`src/rtl/imm_encode_pipe_pkg.sv`:
```
// rtl/imm_encode_pipe_pkg.sv - RV32 immediate format constants, range-check/extract/normalise helpers
package imm_fmt_pkg;

    localparam logic [2:0]  FMT_I     = 3'b000;
    localparam logic [2:0]  FMT_S     = 3'b001;
    localparam logic [2:0]  FMT_U     = 3'b010;
    localparam logic [2:0]  FMT_B     = 3'b011;
    localparam logic [2:0]  FMT_J     = 3'b100;
    localparam logic [31:0] NOP_INSTR = 32'h0000_0013;

    function automatic logic fmt_legal(input logic [2:0] fmt);
        return fmt <= FMT_J;
    endfunction

    // Sign-extension fits only when every bit above the field's sign bit matches it.
    function automatic logic imm_range_err(input logic [2:0] fmt, input logic [31:0] imm);
        logic err;
        err = 1'b0;
        case (fmt)
            FMT_I, FMT_S: err = !((&imm[31:11]) || !(|imm[31:11]));
            FMT_U:        err = |imm[11:0];
            FMT_B:        err = !((&imm[31:12]) || !(|imm[31:12])) || imm[0];
            FMT_J:        err = !((&imm[31:20]) || !(|imm[31:20])) || imm[0];
            default:      err = 1'b0;
        endcase
        return err;
    endfunction

    function automatic logic [31:0] imm_extract(input logic [2:0] fmt, input logic [31:0] instr);
        logic [31:0] imm;
        imm = 32'd0;
        case (fmt)
            FMT_I:   imm = {{20{instr[31]}}, instr[31:20]};
            FMT_S:   imm = {{20{instr[31]}}, instr[31:25], instr[11:7]};
            FMT_U:   imm = {instr[31:12], 12'd0};
            FMT_B:   imm = {{19{instr[31]}}, instr[31], instr[7], instr[30:25], instr[11:8], 1'b0};
            FMT_J:   imm = {{11{instr[31]}}, instr[31], instr[19:12], instr[20], instr[30:21], 1'b0};
            default: imm = 32'd0;
        endcase
        return imm;
    endfunction

    function automatic logic [31:0] imm_normalise(input logic [2:0] fmt, input logic [31:0] imm);
        logic [31:0] norm;
        norm = 32'd0;
        case (fmt)
            FMT_I, FMT_S: norm = {{20{imm[11]}}, imm[11:0]};
            FMT_U:        norm = {imm[31:12], 12'd0};
            FMT_B:        norm = {{19{imm[12]}}, imm[12:1], 1'b0};
            FMT_J:        norm = {{11{imm[20]}}, imm[20:1], 1'b0};
            default:      norm = 32'd0;
        endcase
        return norm;
    endfunction

endpackage

```
`src/rtl/imm_encode_pipe_if.sv`:
```
// rtl/imm_encode_pipe_if.sv - request/response bus of the immediate encoder (option: IMM_ROUNDTRIP_CHECK_EN)
interface imm_encode_pipe_if #(
    parameter int ERR_CNT_W = 8
);
    logic                 in_valid;
    logic                 in_ready;
    logic [2:0]           imm_fmt;
    logic [6:0]           opcode;
    logic [4:0]           rd;
    logic [2:0]           funct3;
    logic [4:0]           rs1;
    logic [4:0]           rs2;
    logic [6:0]           funct7;
    logic [31:0]          imm;
    logic                 out_valid;
    logic                 out_ready;
    logic [31:0]          instr;
    logic                 imm_err;
    logic                 fmt_err;
    logic [ERR_CNT_W-1:0] err_count;
`ifdef IMM_ROUNDTRIP_CHECK_EN
    logic                 rt_mismatch;
`endif

    modport master (
`ifdef IMM_ROUNDTRIP_CHECK_EN
        input  rt_mismatch,
`endif
        output in_valid, imm_fmt, opcode, rd, funct3, rs1, rs2, funct7, imm, out_ready,
        input  in_ready, out_valid, instr, imm_err, fmt_err, err_count
    );

    modport slave (
`ifdef IMM_ROUNDTRIP_CHECK_EN
        output rt_mismatch,
`endif
        input  in_valid, imm_fmt, opcode, rd, funct3, rs1, rs2, funct7, imm, out_ready,
        output in_ready, out_valid, instr, imm_err, fmt_err, err_count
    );
endinterface

```
`src/rtl/imm_encode_pipe_scatter.sv`:
```
// rtl/imm_encode_pipe_scatter.sv - immediate bit scatter into an instruction overlay mask/value, plus range check
module imm_scatter
    import imm_fmt_pkg::*;
(
    input  logic [2:0]  fmt,
    input  logic [31:0] imm,
    output logic [31:0] mask,
    output logic [31:0] value,
    output logic        range_err
);

    always_comb begin
        mask  = 32'd0;
        value = 32'd0;
        case (fmt)
            FMT_I: begin
                mask  = 32'hFFF0_0000;
                value = {imm[11:0], 20'd0};
            end
            FMT_S: begin
                mask  = 32'hFE00_0F80;
                value = {imm[11:5], 13'd0, imm[4:0], 7'd0};
            end
            FMT_U: begin
                mask  = 32'hFFFF_F000;
                value = {imm[31:12], 12'd0};
            end
            FMT_B: begin
                mask  = 32'hFE00_0F80;
                value = {imm[12], imm[10:5], 13'd0, imm[4:1], imm[11], 7'd0};
            end
            FMT_J: begin
                mask  = 32'hFFFF_F000;
                value = {imm[20], imm[10:1], imm[11], imm[19:12], 12'd0};
            end
            default: begin
                mask  = 32'd0;
                value = 32'd0;
            end
        endcase
    end

    assign range_err = imm_range_err(fmt, imm);

endmodule

```
`src/rtl/imm_encode_pipe.sv`:
```
// rtl/imm_encode_pipe.sv - RV32 instruction encoder, two-stage valid/ready pipeline (option: IMM_ROUNDTRIP_CHECK_EN)
module imm_encode_pipe
    import imm_fmt_pkg::*;
#(
    parameter int ERR_CNT_W = 8
) (
    input logic              clk,
    input logic              resetn,
    imm_encode_pipe_if.slave bus
);

    logic                 s1_valid, s2_valid;
    logic                 s1_ready, s2_ready;
    logic [31:0]          s1_instr, s2_instr;
    logic                 s1_imm_err, s2_imm_err;
    logic                 s1_fmt_err, s2_fmt_err;
    logic [ERR_CNT_W-1:0] err_cnt_q;

    logic [31:0] imm_mask, imm_value, base_word, enc_word;
    logic        range_err, fmt_bad;

    assign s2_ready     = !s2_valid || bus.out_ready;
    assign s1_ready     = !s1_valid || s2_ready;
    assign bus.in_ready = s1_ready;

    imm_scatter u_scatter (
        .fmt       (bus.imm_fmt),
        .imm       (bus.imm),
        .mask      (imm_mask),
        .value     (imm_value),
        .range_err (range_err)
    );

    // Every field a format ignores (funct7 always) sits under that format's immediate mask.
    assign base_word = {bus.funct7, bus.rs2, bus.rs1, bus.funct3, bus.rd, bus.opcode};
    assign fmt_bad   = !fmt_legal(bus.imm_fmt);
    assign enc_word  = fmt_bad ? NOP_INSTR : ((base_word & ~imm_mask) | imm_value);

`ifdef IMM_ROUNDTRIP_CHECK_EN
    logic [2:0]  s1_fmt;
    logic [31:0] s1_norm;
    logic        rt_q;
`endif

    always_ff @(posedge clk) begin
        if (!resetn) begin
            s1_valid   <= 1'b0;
            s1_instr   <= 32'd0;
            s1_imm_err <= 1'b0;
            s1_fmt_err <= 1'b0;
`ifdef IMM_ROUNDTRIP_CHECK_EN
            s1_fmt     <= 3'd0;
            s1_norm    <= 32'd0;
`endif
        end else if (s1_ready) begin
            s1_valid <= bus.in_valid;
            if (bus.in_valid) begin
                s1_instr   <= enc_word;
                s1_imm_err <= range_err && !fmt_bad;
                s1_fmt_err <= fmt_bad;
`ifdef IMM_ROUNDTRIP_CHECK_EN
                s1_fmt     <= bus.imm_fmt;
                s1_norm    <= imm_normalise(bus.imm_fmt, bus.imm);
`endif
            end
        end
    end

    always_ff @(posedge clk) begin
        if (!resetn) begin
            s2_valid   <= 1'b0;
            s2_instr   <= 32'd0;
            s2_imm_err <= 1'b0;
            s2_fmt_err <= 1'b0;
`ifdef IMM_ROUNDTRIP_CHECK_EN
            rt_q       <= 1'b0;
`endif
        end else if (s2_ready) begin
            s2_valid <= s1_valid;
            if (s1_valid) begin
                s2_instr   <= s1_instr;
                s2_imm_err <= s1_imm_err;
                s2_fmt_err <= s1_fmt_err;
`ifdef IMM_ROUNDTRIP_CHECK_EN
                rt_q       <= !s1_imm_err && !s1_fmt_err &&
                              (imm_extract(s1_fmt, s1_instr) != s1_norm);
`endif
            end
        end
    end

    always_ff @(posedge clk) begin
        if (!resetn) begin
            err_cnt_q <= '0;
        end else if (s2_valid && bus.out_ready && (s2_imm_err || s2_fmt_err) && (err_cnt_q != '1)) begin
            err_cnt_q <= err_cnt_q + 1'b1;
        end
    end

    assign bus.out_valid = s2_valid;
    assign bus.instr     = s2_instr;
    assign bus.imm_err   = s2_imm_err;
    assign bus.fmt_err   = s2_fmt_err;
    assign bus.err_count = err_cnt_q;
`ifdef IMM_ROUNDTRIP_CHECK_EN
    assign bus.rt_mismatch = s2_valid && rt_q;
`endif

endmodule

```
`src/flat_wrapper.sv`:
```
// flat-port wrapper written by rule: the top's interface ports become plain ports
module imm_encode_pipe_flat import imm_fmt_pkg::*;
#(
    parameter int ERR_CNT_W = 8
)
  (clk, resetn, bus_in_valid, bus_imm_fmt, bus_opcode, bus_rd, bus_funct3, bus_rs1, bus_rs2, bus_funct7, bus_imm, bus_out_ready, bus_in_ready, bus_out_valid, bus_instr, bus_imm_err, bus_fmt_err, bus_err_count);
  imm_encode_pipe_if #(.ERR_CNT_W(ERR_CNT_W)) bus_i ();
  input logic clk;
  input logic resetn;
  input wire logic [$bits(bus_i.in_valid)-1:0] bus_in_valid;
  input wire logic [$bits(bus_i.imm_fmt)-1:0] bus_imm_fmt;
  input wire logic [$bits(bus_i.opcode)-1:0] bus_opcode;
  input wire logic [$bits(bus_i.rd)-1:0] bus_rd;
  input wire logic [$bits(bus_i.funct3)-1:0] bus_funct3;
  input wire logic [$bits(bus_i.rs1)-1:0] bus_rs1;
  input wire logic [$bits(bus_i.rs2)-1:0] bus_rs2;
  input wire logic [$bits(bus_i.funct7)-1:0] bus_funct7;
  input wire logic [$bits(bus_i.imm)-1:0] bus_imm;
  input wire logic [$bits(bus_i.out_ready)-1:0] bus_out_ready;
  output wire logic [$bits(bus_i.in_ready)-1:0] bus_in_ready;
  output wire logic [$bits(bus_i.out_valid)-1:0] bus_out_valid;
  output wire logic [$bits(bus_i.instr)-1:0] bus_instr;
  output wire logic [$bits(bus_i.imm_err)-1:0] bus_imm_err;
  output wire logic [$bits(bus_i.fmt_err)-1:0] bus_fmt_err;
  output wire logic [$bits(bus_i.err_count)-1:0] bus_err_count;
  assign bus_i.in_valid = bus_in_valid;
  assign bus_i.imm_fmt = bus_imm_fmt;
  assign bus_i.opcode = bus_opcode;
  assign bus_i.rd = bus_rd;
  assign bus_i.funct3 = bus_funct3;
  assign bus_i.rs1 = bus_rs1;
  assign bus_i.rs2 = bus_rs2;
  assign bus_i.funct7 = bus_funct7;
  assign bus_i.imm = bus_imm;
  assign bus_i.out_ready = bus_out_ready;
  assign bus_in_ready = bus_i.in_ready;
  assign bus_out_valid = bus_i.out_valid;
  assign bus_instr = bus_i.instr;
  assign bus_imm_err = bus_i.imm_err;
  assign bus_fmt_err = bus_i.fmt_err;
  assign bus_err_count = bus_i.err_count;
  imm_encode_pipe #(.ERR_CNT_W(ERR_CNT_W)) u_core (.clk(clk), .resetn(resetn), .bus(bus_i));
endmodule
```
`config.mk`:
```
export PLATFORM = sky130hd
export DESIGN_NAME = imm_encode_pipe_flat
export DESIGN_NICKNAME = d
export VERILOG_FILES = /design/src/rtl/imm_encode_pipe_pkg.sv /design/src/rtl/imm_encode_pipe_if.sv /design/src/rtl/imm_encode_pipe_scatter.sv /design/src/rtl/imm_encode_pipe.sv /design/src/flat_wrapper.sv
export SDC_FILE = /design/constraint.sdc
export NUM_CORES = 1
export LEC_CHECK = 0
export ABC_CLOCK_PERIOD_IN_PS = 2400
export CORE_MARGIN = 1.5
export CORE_UTILIZATION = 41
export CTS_CLUSTER_SIZE = 16
export DETAILED_ROUTE_END_ITERATION = 10
export PLACE_DENSITY_LB_ADDON = 0.05
export SYNTH_ARGS = -nofsm -noshare
export SYNTH_HDL_FRONTEND = slang
export SYNTH_SLANG_ARGS = --single-unit
```
`constraint.sdc`:
```
create_clock -name clk -period 2.4 [get_ports clk]
set_clock_uncertainty 0.05 [all_clocks]
set_input_delay 0.6 -clock clk [delete_from_list [all_inputs] [get_ports clk]]
set_output_delay 0.6 -clock clk [all_outputs]
set_load 0.005 [all_outputs]
```
# After elaboration in Yosys (flattened, before gate mapping)
# Index checks and enable logic that the tools add are counted.
[classes]
add_sub_neg = 1
order_cmp = 1
n_eq_ne = 5
n_mux = 4
n_bitwise = 3
n_reduce_logical = 34
[ops]
columns = ["operator", "n"]
rows = [
  ["one-hot mux 32 bit (5 select lines)", 1],
  ["one-hot mux 32 bit (3 select lines)", 1],
  ["bitwise AND 32 bit", 1],
  ["2-to-1 mux 32 bit", 1],
  ["inverter 32 bit", 1],
  ["bitwise OR 32 bit", 1],
  ["OR reduction 12 bit", 2],
  ["AND reduction 21 bit", 1],
  ["OR reduction 21 bit", 1],
  ["AND reduction 20 bit", 1],
  ["OR reduction 20 bit", 1],
  ["AND reduction 12 bit", 1],
  ["zero test 1 bit", 9],
  ["adder 8 x 1 -> 8 bit (second input constant)", 1],
  ["logical OR 1 bit", 8],
  ["!= test 8 bit (second input constant)", 1],
  ["equality test 3 x 2 -> 1 bit (second input constant)", 2],
  ["OR reduction 2 bit", 3],
  ["logical AND 1 bit", 4],
  ["one-hot mux 1 bit (4 select lines)", 1],
  ["AND reduction 2 bit", 2],
  ["equality test 3 x 1 -> 1 bit (second input constant)", 1],
  ["equality test 3 bit (second input constant)", 1],
  ["less-or-equal comparator 3 bit (second input constant)", 1],
  ["zero test 3 bit", 1],
]
[word_totals]
regBits = 78
input_bits = 71
out_inout_bits = 44
wordCells = 57

# Longest topological paths before layout
# Gate-level depths: netlist of run 1.
[depth]
depth_word = 7
depth_mapped = 7

# Cells and area by module
# A second synthesis of run 1 with hierarchy kept.
[hier_totals]
cells_unflattened = 498
area_unflattened_um2 = 3992.6
[modules_own_cells]
columns = ["module", "n_inst", "cells_each", "area_each_um2", "seq_area_each_um2"]
rows = [
  ["imm_encode_pipe", 1, 361, 3114.2, 1561.5],
  ["imm_scatter", 1, 137, 878.3, 0.0],
]

# Worst setup path after synthesis of run 1
# Ideal clock, no wire load.
[synth_timing]
kind = "input to register"
from = "input port bus_imm_fmt[1]"
to = "register u_core.s1_instr[12]"
t_arrival_ps = 1575
path_slack_ps = 647
path_stages = 6
cell_sequence = "buf_6 xnor2_1 nor2_4 mux2_2 a22oi_1 nor2_1"
[synth_via]
elab_chain_cells = 7
word_cells_on_any_way = 14
[synth_lines]
columns = ["element", "line", "rtl"]
rows = [
  ["start, declared", "flat_wrapper.sv:11", "input wire logic [$bits(bus_i.imm_fmt)-1:0] bus_imm_fmt;"],
  ["equality test 3 bit (tied with other cells)", "imm_encode_pipe_scatter.sv:15", "case (fmt)"],
  ["OR reduction 2 bit (no line)", "-", ""],
  ["one-hot mux 32 bit (3 select lines)", "imm_encode_pipe_scatter.sv:15", ""],
  ["inverter 32 bit", "imm_encode_pipe.sv:37", "assign enc_word = fmt_bad ? NOP_INSTR : ((base_word & ~imm_mask) | imm_value);"],
  ["bitwise AND 32 bit", "imm_encode_pipe.sv:37", ""],
  ["bitwise OR 32 bit", "imm_encode_pipe.sv:37", ""],
  ["2-to-1 mux 32 bit (*)", "imm_encode_pipe.sv:37", ""],
  ["end signal, assigned", "imm_encode_pipe.sv:58", "s1_instr <= enc_word;"],
  ["end, declared", "imm_encode_pipe.sv:14", "logic [31:0] s1_instr, s2_instr;"],
]
# Every way passes the cells marked *; elsewhere a longest branch is shown, timed or not.
# A chain may end at the register's enable or synchronous reset.

# Worst setup path after layout of run 1
[layout_timing]
from = "input port bus_out_ready"
to = "output port bus_in_ready"
[layout_via]
elab_chain_cells = 2
[layout_lines]
columns = ["element", "line", "rtl"]
rows = [
  ["start, declared", "flat_wrapper.sv:19", "input wire logic [$bits(bus_i.out_ready)-1:0] bus_out_ready;"],
  ["logical OR 1 bit", "imm_encode_pipe.sv:22", "assign s2_ready = !s2_valid || bus.out_ready;"],
  ["logical OR 1 bit", "imm_encode_pipe.sv:23", "assign s1_ready = !s1_valid || s2_ready;"],
  ["end, declared", "flat_wrapper.sv:20", "output wire logic [$bits(bus_i.in_ready)-1:0] bus_in_ready;"],
]
# No other way between the ends.

==> qor.yml, run 1 <==
route:
  routed_via_density: 5.331
  wl_mm: 9.410
  dr.pass1.iters: 4
  drc: 0
  vias: 3321
  wire_per_inst_um: 15.10
  ant_nets: 0
  drtIter0Drc: 88
clocking:
  cts_made_buffers: 9
  root_buffer: "clkbuf_8"
  cts_tree: "yes"
  htree_num_levels: 3
  cts_buffer_depth: 2
  cts_hold_buf: 0
  clk_pin_slew_worst_paths_ps: 80
  post_cts_resized: 0
  cts_setup_buffers: 0
  worstSkewPairLatency_ps: 350
  clock_sinks: 78
timing:
  slew_violations: 0
  rsz0062_at_grt: "false"
  finalSetupViolCount: 0
  tns_ps: 0
  hold_viol: 0
  worstMarginPinSlew_ps: 494.2
  relSlewSlack: 0.6675
  finalCritPeriodShare: 0.8453
  final.min_clock_period_ps: 2029
  max_freq_mhz: 492.9
layout:
  fillers: 773
  synthToLayoutAreaGrowth_pct: 42.33
  n_antenna_cell: 0
  drive_gt1_frac: 0.1158
  nNetsFinal: 585
  final_util: 0.5984
  layoutNonFillerInstCount: 623
critical_path:
  startpoint_type: "primary input"
  crit_type: "in2out"
  worstReg2RegStart: "u_core.s1_valid"
  crit_arrival_ps: 1380
  endpoint_kind: "output pin"
  rrSetupSlack_ps: 850
  critPathMaxStageDelay_ps: 430
  crit-reg2reg-capture: "u_core.s1_instr[31]"
  critical_path.cell_chain: "clkdlybuf4s50_1 > nand3b_1 > dlymetal6s2s_1"
  cp_max_fo: 3
  reg2regPathDepth: 6
  cp_slowest_cell: "clkdlybuf4s50_1"
  worstPathRequired_ps: 1750
place:
  io_buffers: 107
  hpwl_mm: 6.804
  dp_cells: 607
  routabilityCongestion: 0.9185
hold_path:
  hold_end: "u_core.bus.instr[1]"
  hold_start: "u_core.s1_instr[1]"
  hp-class: "reg2reg"
  hold_depth: 2
logic_synthesis:
  synth_top_area_share: 0.4566
  synth_area_per_cell_um2: 8.528
  yosys.cell_types.count: 44
  synth_warnings: 0
  ys_ff_latch: 78
  yosysTopAreaCell: "dfxtp_1"
  syn_nets: 473
  synth_cells: 401
  ys_seq_area_frac: 0.4566
  synth_area_mm2: 0.003420
  synth_top_cells_by_area: "dfxtp_1 46%, a22oi_1 8.3%, nand2_1 8.2%, a21oi_1 5.6%, nor2_1 4.8%"
global_routing:
  grt_pass1_wl_mm: 15.12
  grt-ovfl-total: 0
  grt_antenna_before_repair: 0
  grt_start_max_net_pins: 47
  grt_pass1_vias: 3072
  track_usage: 0.2177
floorplan:
  ioPinCount: 115
  die_w_um: 94.33
  coreArea_mm2: 0.008134
  rows: 33
  fp.dieH_um: 94.33
  fp.dieArea_mm2: 0.008897
  initial_core_util: 0.4204
pwr:
  p_per_area_mw_per_mm2: 568.0
  p_leak_nw: 1.722
  irDropWorstVdd_uv: 298.8
flow_run:
  max_cap_viol_count: 0
outcome:
  outcome: "complete, no violations"
Yosys cell counts:
master	number
a211o_1	1
a211oi_1	7
a21oi_1	38
a21oi_4	1
a22oi_1	38
a2bb2oi_1	6
a311oi_1	2
a31oi_1	2
and2_4	1
and2b_1	1
and3_1	2
and4_4	1
and4b_1	1
buf_1	2
buf_2	14
buf_4	3
buf_6	3
clkbuf_1	6
clkbuf_2	1
dfxtp_1	78
ha_1	1
inv_1	4
mux2_2	13
mux2i_1	3
nand2_1	75
nand2b_1	2
nand3_1	4
nand3b_1	1
nand4_1	6
nor2_1	44
nor2_2	1
nor2_4	1
nor2b_1	1
nor3_1	2
nor4_1	9
nor4b_1	1
o211ai_1	3
o21ai_0	8
o21ai_1	1
o221a_2	3
o221ai_1	1
or3_1	2
xnor2_1	3
xor2_1	4
placed cells by master (no fill, tap or decap), types with 9 or more instances in the layout:
| master | count |
|---|---|
| clkdlybuf4s50_1 | 106 |
| dfxtp_1 | 78 |
| nand2_1 | 75 |
| nor2_1 | 44 |
| a22oi_1 | 38 |
| a21oi_1 | 38 |
| buf_4 | 20 |
| mux2_2 | 13 |
| nor4_1 | 9 |
| clkbuf_8 | 9 |
power by group:
group / switching (mW) / leakage (nW) / total (mW) / internal (mW)
Sequential: 0.0273 / 0.635 / 1.37 / 1.34
Clock: 0.482 / 0.0935 / 0.965 / 0.483
Combinational: 0.197 / 0.993 / 0.429 / 0.233
cell type report:
cell class,count,area [um^2],area share
clock inverter,5,60.06,0.01234
inverter,4,15.01,0.003085
sequential,78,1562,0.3208
clock buffer,11,131.4,0.02699
tap,105,131.4,0.02699
timing repair buffer,130,1284,0.2638
multi-input combinational,290,1684,0.3460
sequential cells by signal (all words and copies together), names as in the netlist:
signal / count
u_core.s1_instr: 32
u_core.bus.out_valid: 1
u_core.s1_valid: 1
u_core.bus.err_count: 8
u_core.bus.instr: 32
u_core.s1_fmt_err: 1
u_core.s1_imm_err: 1
u_core.bus.imm_err: 1
u_core.bus.fmt_err: 1
how the worst max path moves through the flow:
stage,slack [ps],cells past startpoint,from,end
3_5_place_dp,8,3,bus_out_ready,bus_in_ready
5_1_grt,230,6,bus_out_ready,u_core.bus.err_count[7]
6_report,370,3,bus_out_ready,bus_in_ready
4_1_cts,6,3,bus_out_ready,bus_in_ready
3_3_place_gp,30,3,bus_out_ready,bus_in_ready
2_1_floorplan,650,6,bus_imm_fmt[1],u_core.s1_instr[12]
cells by family after synthesis:
kind of cell,count (synthesis),share of synthesized area
AOI/OAI and AO/OA,111,0.2181
xor gates and xnor gates,7,0.01793
adders and majority gates,1,0.003658
buffers and inverters,33,0.05159
DFF,78,0.4566
muxes,16,0.05159
and+or+nand+nor,155,0.2005
worst max-delay path: cells and delay by family:
family                 cells  cell delay, ps
and+or+nand+nor            1             180
buffers and inverters      2             600
layer usage:
layer / track usage / up-vias / routed length (um)
met2: 0.3477 / 93 / 4403
met3: 0.05097 / 11 / 533
li1: - / 1657 / -
met1: 0.2899 / 1560 / 4351
met5: 0 / - / 0
met4: 0.06965 / 0 / 121
through the flow:
stage,cell area (um^2),setup slack [ps],total power [mW],hold WS [ps]
2_1_floorplan,3420,647.4,1.603,378.7
6_report,4867,371.4,2.765,395.5
3_5_place_dp,4673,8.114,1.826,396.4
3_3_place_gp,4673,31.21,1.818,385.1
4_1_cts,4865,6.156,2.787,399.2
5_1_grt,4867,226.4,2.890,422.3
No activity file was read; power rests on OpenSTA's default activity.
==> inputs of run 2 (changes only) <==
ABC_CLOCK_PERIOD_IN_PS = 1830   (was 2400)
clock period = 1.83 ns   (was 2.4 ns; I/O delays follow)
==> qor.yml, run 2 (synthesis gave the netlist of run 1 again) <==
pwr:
  irDropWorstVdd_uv: 456.1
  p_leak_nw: 1.979
  p_per_area_mw_per_mm2: 762.3
  p_total_mw: 4.023
layout:
  final_cell_mix: "104 x clkdlybuf4s50_1, 75 x nand2_1, 75 x dfxtp_1"
  n_antenna_cell: 0
  layoutNonFillerInstCount: 664
  synthToLayoutAreaGrowth_pct: 54.34
  nNetsFinal: 626
  multiInputGateArea_mm2: 0.001695
  drive_gt1_frac: 0.1896
  final_util: 0.6488
  fillers: 719
  ff_latch_area_mm2: 0.001565
  layout_commonest_cell: "clkdlybuf4s50_1"
global_routing:
  grt_pass1_vias: 3326
  grt_pass1_wl_mm: 15.41
  track_usage: 0.2210
  grt_start_max_net_pins: 35
  grt_antenna_before_repair: 0
  grt-ovfl-total: 0
critical_path:
  cp_max_fo: 3
  critical_path_buf_inv_count: 2
  cp_slowest_cell: "clkdlybuf4s50_1"
  endpoint_kind: "output pin"
  worstPathRequired_ps: 1320
  crit_arrival_ps: 1280
  crit_type: "in2out"
  critical_path.cell_chain: "clkdlybuf4s50_1 > nand3b_1 > clkdlybuf4s15_1"
  critPathMaxStageDelay_ps: 430
  worst_path_dominant_cell_family: "buffers and inverters"
  startpoint_type: "primary input"
route:
  ant_nets: 0
  dr.pass1.iters: 5
  wire_per_inst_um: 14.48
  drtIter0Drc: 120
  routed_via_density: 5.184
  drc: 0
  wl_mm: 9.618
  vias: 3442
floorplan:
  fp.dieH_um: 94.33
  die_w_um: 94.33
  initial_core_util: 0.4204
  ioPinCount: 115
  coreArea_mm2: 0.008134
  rows: 33
  fp.dieArea_mm2: 0.008897
timing:
  max_freq_mhz: 559.4
  hold_viol: 0
  final.min_clock_period_ps: 1788
  slew_violations: 0
  finalCritPeriodShare: 0.9768
  finalSetupViolCount: 0
  relSlewSlack: 0.7323
  worstMarginPinSlew_ps: 397.9
  rsz0062_at_grt: "false"
place:
  routabilityCongestion: 0.8863
  io_buffers: 107
  dp_cells: 648
  hpwl_mm: 7.109
clocking:
  cts_hold_buf: 0
  root_buffer: "clkbuf_8"
  cts_setup_buffers: 0
  clock_sinks: 78
  clk_pin_slew_worst_paths_ps: 80
  worstSkewPairLatency_ps: 340
  cts_tree: "yes"
  htree_num_levels: 3
  cts_buffer_depth: 2
  cts_made_buffers: 9
outcome:
  outcome: "complete, no violations"
hold_path:
  hp-class: "reg2reg"
flow_run:
  max_cap_viol_count: 0
-- run 2: cell count changes in the layout (fill, tap and decap cells not counted), moves of 2 or more --
cell,delta
bufinv_16,+2
dfxtp_2,+3
buf_12,+2
clkdlybuf4s50_1,-2
buf_4,+38
dfxtp_1,-3
-- run 2: layer usage --
layer	global-route usage	vias to the layer above	part of all wire
li1	-	1739	-
met1	0.2910	1609	0.48
met2	0.3627	83	0.47
met3	0.04612	11	0.042
met4	0.06716	0	0.011
met5	0	-	0
-- run 2: cell type report --
type	count	share of cell area
Inverter	4	0.002845
Multi-Input combinational cell	290	0.3212
Clock inverter	5	0.02015
Clock buffer	11	0.02679
Tap cell	105	0.02489
Sequential cell	78	0.2966
Timing Repair Buffer	171	0.3075
-- run 2: worst min-delay path, delay by kind of cell, from the launching register on --
family          cells  cell delay, ps
compound gates      1              50
simple gates        1              50
flops               1             320
-- run 2: timing repair --
item	in CTS	in global routing
pin swaps	0	1
gates resized for setup	4	6
setup endpoints to repair	3	16
-- run 2: worst paths after layout --
path	from	endpoint	slack, ps	cells after the start
worst max-delay path	bus_out_ready	bus_in_ready	40	3
worst min register to register	u_core.s1_instr[0]	u_core.bus.instr[0]	400	2
worst max register to register	u_core.bus.err_count[0]	u_core.bus.err_count[4]	350	5
worst min-delay path	u_core.s1_instr[0]	u_core.bus.instr[0]	400	2
-- run 2: stage by stage --
step | area [um^2] | hold slack (ps) | setup WS, ps | TNS, ps
final | 5278 | 400.0 | 42.46 | 0
after global routing | 5278 | 417.5 | 1.220 | 0
after CTS | 5256 | 399.6 | 19.22 | 0
after detailed placement | 5006 | 397.4 | -329.4 | -14460
after global placement | 5006 | 385.5 | -261.6 | -11830
after floorplan | 3420 | 378.7 | 219.9 | 0
-- run 2: power by group --
group	internal (mW)	leakage (nW)	switching [mW]
clock network	0.947	0.120	0.647
logic	0.362	1.22	0.270
registers	1.76	0.637	0.0363
